===== config.mk =====
export PLATFORM = sky130hd
export DESIGN_NAME = blink_pattern_rx
export DESIGN_NICKNAME = d
export VERILOG_FILES = /design/src/rtl/blink_pattern_rx.sv
export SDC_FILE = /design/constraint.sdc
export NUM_CORES = 1
export LEC_CHECK = 0
export ABC_CLOCK_PERIOD_IN_PS = 2820
export BUFFER_PORTS_ARGS = -buffer_cell sky130_fd_sc_hd__buf_2
export CORE_MARGIN = 2
export CORE_UTILIZATION = 45
export CTS_BUF_LIST = sky130_fd_sc_hd__clkbuf_4 sky130_fd_sc_hd__clkbuf_8
export DETAILED_ROUTE_END_ITERATION = 10
export PLACE_DENSITY_LB_ADDON = 0.2
export SLEW_MARGIN = 20
export SYNTH_ARGS = -nofsm -noshare
export SYNTH_HDL_FRONTEND = slang
export SYNTH_SLANG_ARGS = --single-unit

===== constraint.sdc =====
create_clock -name clk -period 2.82 [get_ports clk]
set_input_delay 0.564 -clock clk [delete_from_list [all_inputs] [get_ports clk]]
set_output_delay 0.564 -clock clk [all_outputs]
set_load 0.005 [all_outputs]

===== src/rtl/blink_pattern_rx.sv =====
// blink_pattern_rx: receive side of the LED blink-pattern link.
// The slow on/off input is synchronized and debounced. A slot timer is
// re-phased on every accepted level change and samples mid-slot. The samples
// shift into a window that is hunted for the expected pattern and then
// re-checked once per frame while locked.
module blink_pattern_rx #(
  parameter int                     TICK_BITS       = 20,
  parameter int                     PATTERN_LEN     = 32,
  parameter logic [PATTERN_LEN-1:0] EXPECTED        = 32'b11110000111100001010101010010110,
  parameter int                     FRAME_SLOTS     = 64,
  parameter int                     DEBOUNCE_CYCLES = 1024
) (
  input  logic                   clk,
  input  logic                   rst_n,
  input  logic                   enable,
  input  logic                   rx_in,
  output logic                   sample_strobe,
  output logic [PATTERN_LEN-1:0] shift_reg,
  output logic                   locked,
  output logic                   match,
  output logic [7:0]             match_count
);

  localparam int SLOT_W = $clog2(FRAME_SLOTS) + 1;
  localparam int DEB_W  = (DEBOUNCE_CYCLES > 1) ? $clog2(DEBOUNCE_CYCLES) : 1;

  localparam logic [DEB_W-1:0]     DEB_LAST     = DEB_W'(DEBOUNCE_CYCLES - 1);
  localparam logic [TICK_BITS-1:0] SAMPLE_POINT = TICK_BITS'((2 ** (TICK_BITS - 1)) - 1);
  localparam logic [SLOT_W-1:0]    SLOT_FULL    = SLOT_W'(FRAME_SLOTS);
  localparam logic [SLOT_W-1:0]    PAT_SLOTS    = SLOT_W'(PATTERN_LEN);

  typedef enum logic [1:0] {
    ST_IDLE,
    ST_HUNT,
    ST_LOCKED
  } state_t;

  state_t               state;
  logic                 sync_a;
  logic                 sync_b;
  logic                 filt_level;
  logic [DEB_W-1:0]     deb_cnt;
  logic [TICK_BITS-1:0] timer;
  logic [SLOT_W-1:0]    slot_cnt;
  logic                 check_pending;

  logic                 rx_edge;
  logic                 sample_pt;
  logic [SLOT_W-1:0]    slot_inc;

  // The filtered level flips in the same cycle this is high, so it doubles
  // as the slot-timer resync event.
  assign rx_edge   = (sync_b != filt_level) && (deb_cnt == DEB_LAST);
  // An edge on the sample point wins: the slot is re-phased instead.
  assign sample_pt = (state != ST_IDLE) && !rx_edge && (timer == SAMPLE_POINT);
  assign slot_inc  = (slot_cnt == SLOT_FULL) ? slot_cnt : slot_cnt + SLOT_W'(1);

  // Input synchronizer and debounce filter; independent of enable.
  always_ff @(posedge clk or negedge rst_n) begin
    if (!rst_n) begin
      sync_a     <= 1'b0;
      sync_b     <= 1'b0;
      filt_level <= 1'b0;
      deb_cnt    <= '0;
    end else begin
      sync_a <= rx_in;
      sync_b <= sync_a;
      if (sync_b == filt_level) begin
        deb_cnt <= '0;
      end else if (deb_cnt == DEB_LAST) begin
        filt_level <= ~filt_level;
        deb_cnt    <= '0;
      end else begin
        deb_cnt <= deb_cnt + DEB_W'(1);
      end
    end
  end

  // Receiver FSM: slot timing, sample window, pattern compare and lock tracking.
  // A compare is scheduled on the sample and evaluated one cycle later on the
  // updated window, so MATCH (or the lock drop) follows SAMPLE_STROBE.
  always_ff @(posedge clk or negedge rst_n) begin
    if (!rst_n) begin
      state         <= ST_IDLE;
      timer         <= '0;
      slot_cnt      <= '0;
      shift_reg     <= '0;
      check_pending <= 1'b0;
      sample_strobe <= 1'b0;
      match         <= 1'b0;
      locked        <= 1'b0;
      match_count   <= '0;
    end else begin
      sample_strobe <= 1'b0;
      match         <= 1'b0;
      check_pending <= 1'b0;
      if (!enable) begin
        state     <= ST_IDLE;
        timer     <= '0;
        slot_cnt  <= '0;
        shift_reg <= '0;
        locked    <= 1'b0;
      end else if (state == ST_IDLE) begin
        timer    <= '0;
        slot_cnt <= '0;
        if (rx_edge) begin
          state <= ST_HUNT;
        end
      end else begin
        if (rx_edge) begin
          timer <= '0;
        end else begin
          timer <= timer + TICK_BITS'(1);
        end

        if (sample_pt) begin
          sample_strobe <= 1'b1;
          shift_reg     <= {filt_level, shift_reg[PATTERN_LEN-1:1]};
          slot_cnt      <= slot_inc;
          if (state == ST_HUNT) begin
            check_pending <= (slot_inc >= PAT_SLOTS);
          end else begin
            check_pending <= (slot_inc == SLOT_FULL);
          end
        end

        if (check_pending) begin
          if (shift_reg == EXPECTED) begin
            match    <= 1'b1;
            state    <= ST_LOCKED;
            locked   <= 1'b1;
            slot_cnt <= '0;
            if (match_count != 8'hFF) begin
              match_count <= match_count + 8'd1;
            end
          end else if (state == ST_LOCKED) begin
            state    <= ST_HUNT;
            locked   <= 1'b0;
            slot_cnt <= '0;
          end
        end
      end
    end
  end

endmodule


==> flow_metrics.env <==
export IMPL_status="completed"
export IMPL_ys_types=48
export IMPL_drc=0
export IMPL_grt_pass1_vias=2696
export IMPL_final_common_cell="dfrtp_1"
export IMPL_first_pass_iters=4
export IMPL_synth_area_leaders="dfrtp_1 55%, a22o_1 7.2%, xnor2_1 4.5%, nor2_1 4.4%, xor2_1 3.6%"
export IMPL_grtUsageMet1_pct=23.8
export IMPL_ys_flop_type="dfrtp_1"
export IMPL_critPathLaunch="shift_reg[19]$_DFFE_PN0P_"
export IMPL_start_util_pct=46.9
export IMPL_setup_viol=0
export IMPL_p_int_w=0.00177
export IMPL_cts_hold_buf=0
export IMPL_period_minus_slack_ps=2440
export IMPL_syn_to_final_growth_pct=15.2
export IMPL_grt_busiest_layer="met2"
export IMPL_final_nets=408
export IMPL_max_stage_delay_ps=580
export IMPL_cts_tree="yes"
export IMPL_path_class="flop to flop"
export IMPL_critPathSlowestCell="or4b_1"
export IMPL_use_met3_pct=3.97
export IMPL_first_iter_violations=199
export IMPL_wire_per_inst_um=14.4
export IMPL_dieHeight_um=97.0
export IMPL_hp_class="input port to async pin"
export IMPL_crit_path_end="match_count[7]$_DFFE_PN0P_"
export IMPL_vias=2811
export IMPL_swShare_pct=21.1
export IMPL_viasPerCell=5.52
export IMPL_fin_crit_sh_pct=86.5
export IMPL_detail_route_antenna_nets=0
export IMPL_synth_edf_count=0
export IMPL_gr_total_overflow=0
export IMPL_crit_arrival_ps=2680
export IMPL_combPwrFrac_pct=2.1
export IMPL_routed_wl_um=7340
export IMPL_cts_resized=0
export IMPL_cp_end_kind="flop"
export IMPL_post_cts_buffers=0
export IMPL_seqPwrFrac_pct=55.4
export IMPL_antennaDiodeCount=0
export IMPL_syn_area_per_cell_sq_um=11.1
export IMPL_clock_skew_ps=9.68
export IMPL_synth_async_reset_ratio_pct=100
export IMPL_cts_root_buf="clkbuf_8"
export IMPL_fin_util_pct=54.0
export IMPL_drive_above_1_share_pct=20.0
export IMPL_relSlewSlack_pct=51.0
export IMPL_fmax_ghz=0.410
export IMPL_grt_max_degree=47
export IMPL_antenna_found_initial=0
export IMPL_synth_top_area_share_pct=55.3
export IMPL_largest_register_ffs=32
export IMPL_power_density_nw_per_um2=500
export IMPL_htreeDepth=3
export IMPL_fin_cells=509
export IMPL_core_sq_um=8300
export IMPL_rows=33
export IMPL_cp_start_kind="flop"
export IMPL_cts_clk_slew_worst_paths_ps=90
export IMPL_hpwlAfterDp_um=4920
export IMPL_ys_warn_count=0
export IMPL_cts_sinks=86
export IMPL_placedCellCount=493
export IMPL_rsz0062_at_grt="no"
export IMPL_timing_rr_start="shift_reg[19]$_DFFE_PN0P_"
export IMPL_grt_pass1_wl_um=13100
export IMPL_yosysSeqAreaShare_pct=55.3
export IMPL_synth_top_cell_by_area="dfrtp_1"
export IMPL_slew_violations=0
export IMPL_reg2reg_depth=5
export IMPL_port_buffers=46
export IMPL_die_area_sq_um=9400
export IMPL_dieWidth_um=97.0
export IMPL_setup_tns_ps=0
export IMPL_drv_cap=0
export IMPL_clockPowerShare_pct=42.5
export IMPL_worstPathCellList="or4b_1 -> nor4_4 -> nand2_2 -> nor4b_2 -> mux2_1"
export IMPL_finalPower_w=0.00224
export IMPL_worst_ep_required_time_ps=3060
export IMPL_crit_fanout=5
export IMPL_grt_usage_pct=16.7
export IMPL_p_switching_w=0.000473
export IMPL_synth_nets=358
export IMPL_ios=47
export IMPL_reg2reg_to="match_count[7]$_DFFE_PN0P_"
export IMPL_r2r_slack_ps=380
export IMPL_clkLatencyLatePin_ps=350
export IMPL_layout_common_cells="86 x dfrtp_1, 45 x nor2_1, 45 x buf_2"
export IMPL_numCtsBuffers=9
export IMPL_use_met2_pct=25.5
export IMPL_clockBufferDepth=2
export IMPL_max_vdd_ir_drop_mv=0.305
export IMPL_netlist_area_sq_um=3890
export IMPL_finalHoldViolCount=0
export IMPL_tightest_slew_ps=725
export IMPL_leakagePower_nw=2.06
export IMPL_gp_congestion=0.774
export IMPL_synth_cells=349
export IMPL_ys_ff_latch=86
==> Yosys cell counts, types with 2 or more instances <==
| cell | count |
|---|---|
| nand4_1 | 10 |
| nor3_1 | 4 |
| inv_1 | 8 |
| nand2_1 | 19 |
| nand3_1 | 20 |
| or4_1 | 4 |
| or2_2 | 2 |
| a21oi_1 | 11 |
| xor2_1 | 16 |
| nor2_1 | 46 |
| buf_2 | 4 |
| mux2_2 | 2 |
| dfrtp_1 | 86 |
| clkbuf_1 | 8 |
| or3_1 | 3 |
| nand4b_1 | 3 |
| o21a_1 | 2 |
| o21ai_0 | 5 |
| or4bb_1 | 2 |
| nor4_1 | 2 |
| o31ai_1 | 2 |
| nor4_4 | 2 |
| and2_1 | 2 |
| xnor2_1 | 20 |
| a22o_1 | 32 |
| mux2_1 | 2 |
| nand2b_1 | 2 |
| ha_1 | 5 |
| or4b_1 | 2 |
| and4_1 | 2 |
| and3_1 | 4 |
==> cells by family after synthesis <==
group           count (synthesis)  synth area share [%]
compound gates                 59                  11.3
simple gates                  138                  20.1
mux                             5                  1.42
xor+xnor                       36                  8.11
fa+ha+maj                       5                  1.61
buf+inv                        20                  2.06
flops                          86                  55.3
==> layout make-up <==
cell class              instances  area (sq um)
clock inverters                 5          83.8
inverters                       8          30.0
clock buffers                  11           139
multi-input cells             243          1660
well taps                     105           131
repair buffers                 51           283
fillers                       732          3820
flip-flops and latches         86          2150
==> worst max-delay path, delay by kind of cell (launching register included) <==
family	cells	cell delay [ps]
multiplexers	1	360
flip-flops	1	410
AND/OR/NAND/NOR	4	1570
==> stage by stage <==
stage | hold slack [ps] | instance area [sq um] | setup slack (ps)
2_1_floorplan | 268 | 3890 | 651
3_3_place_gp | 335 | 4260 | 300
3_5_place_dp | 344 | 4260 | 219
4_1_cts | 200 | 4480 | 202
5_1_grt | 227 | 4480 | 285
6_report | 193 | 4480 | 380
==> metal layers <==
| metal | vias to the layer above | wire length, um |
|---|---|---|
| met5 | - | 0 |
| met2 | 48 | 3450 |
| met3 | 8 | 239 |
| met4 | 0 | 70 |
| met1 | 1404 | 3590 |
| li1 | 1351 | - |
==> worst min path at each step <==
stage                          start                       to  slack (ps)  cells past startpoint
global placement    sync_a$_DFF_PN0_         sync_b$_DFF_PN0_         330                      0
CTS                            rst_n          match$_DFF_PN0_         200                      1
floorplan                      rst_n  check_pending$_DFF_PN0_         270                      0
finish                         rst_n          match$_DFF_PN0_         190                      1
detailed placement  sync_a$_DFF_PN0_         sync_b$_DFF_PN0_         340                      0
global route                   rst_n          match$_DFF_PN0_         230                      1
==> power by group through the flow <==
| stage | Combinational, W | Sequential [W] | Clock (W) |
|---|---|---|---|
| global placement | 0.0000497 | 0.00127 | 0 |
| CTS | 0.0000501 | 0.00124 | 0.000985 |
| global route | 0.0000563 | 0.00124 | 0.00104 |
| floorplan | 0.0000164 | 0.00127 | 0 |
| finish | 0.0000474 | 0.00124 | 0.000952 |
| detailed placement | 0.0000500 | 0.00127 | 0 |
No activity file was read; power rests on OpenSTA's default activity.
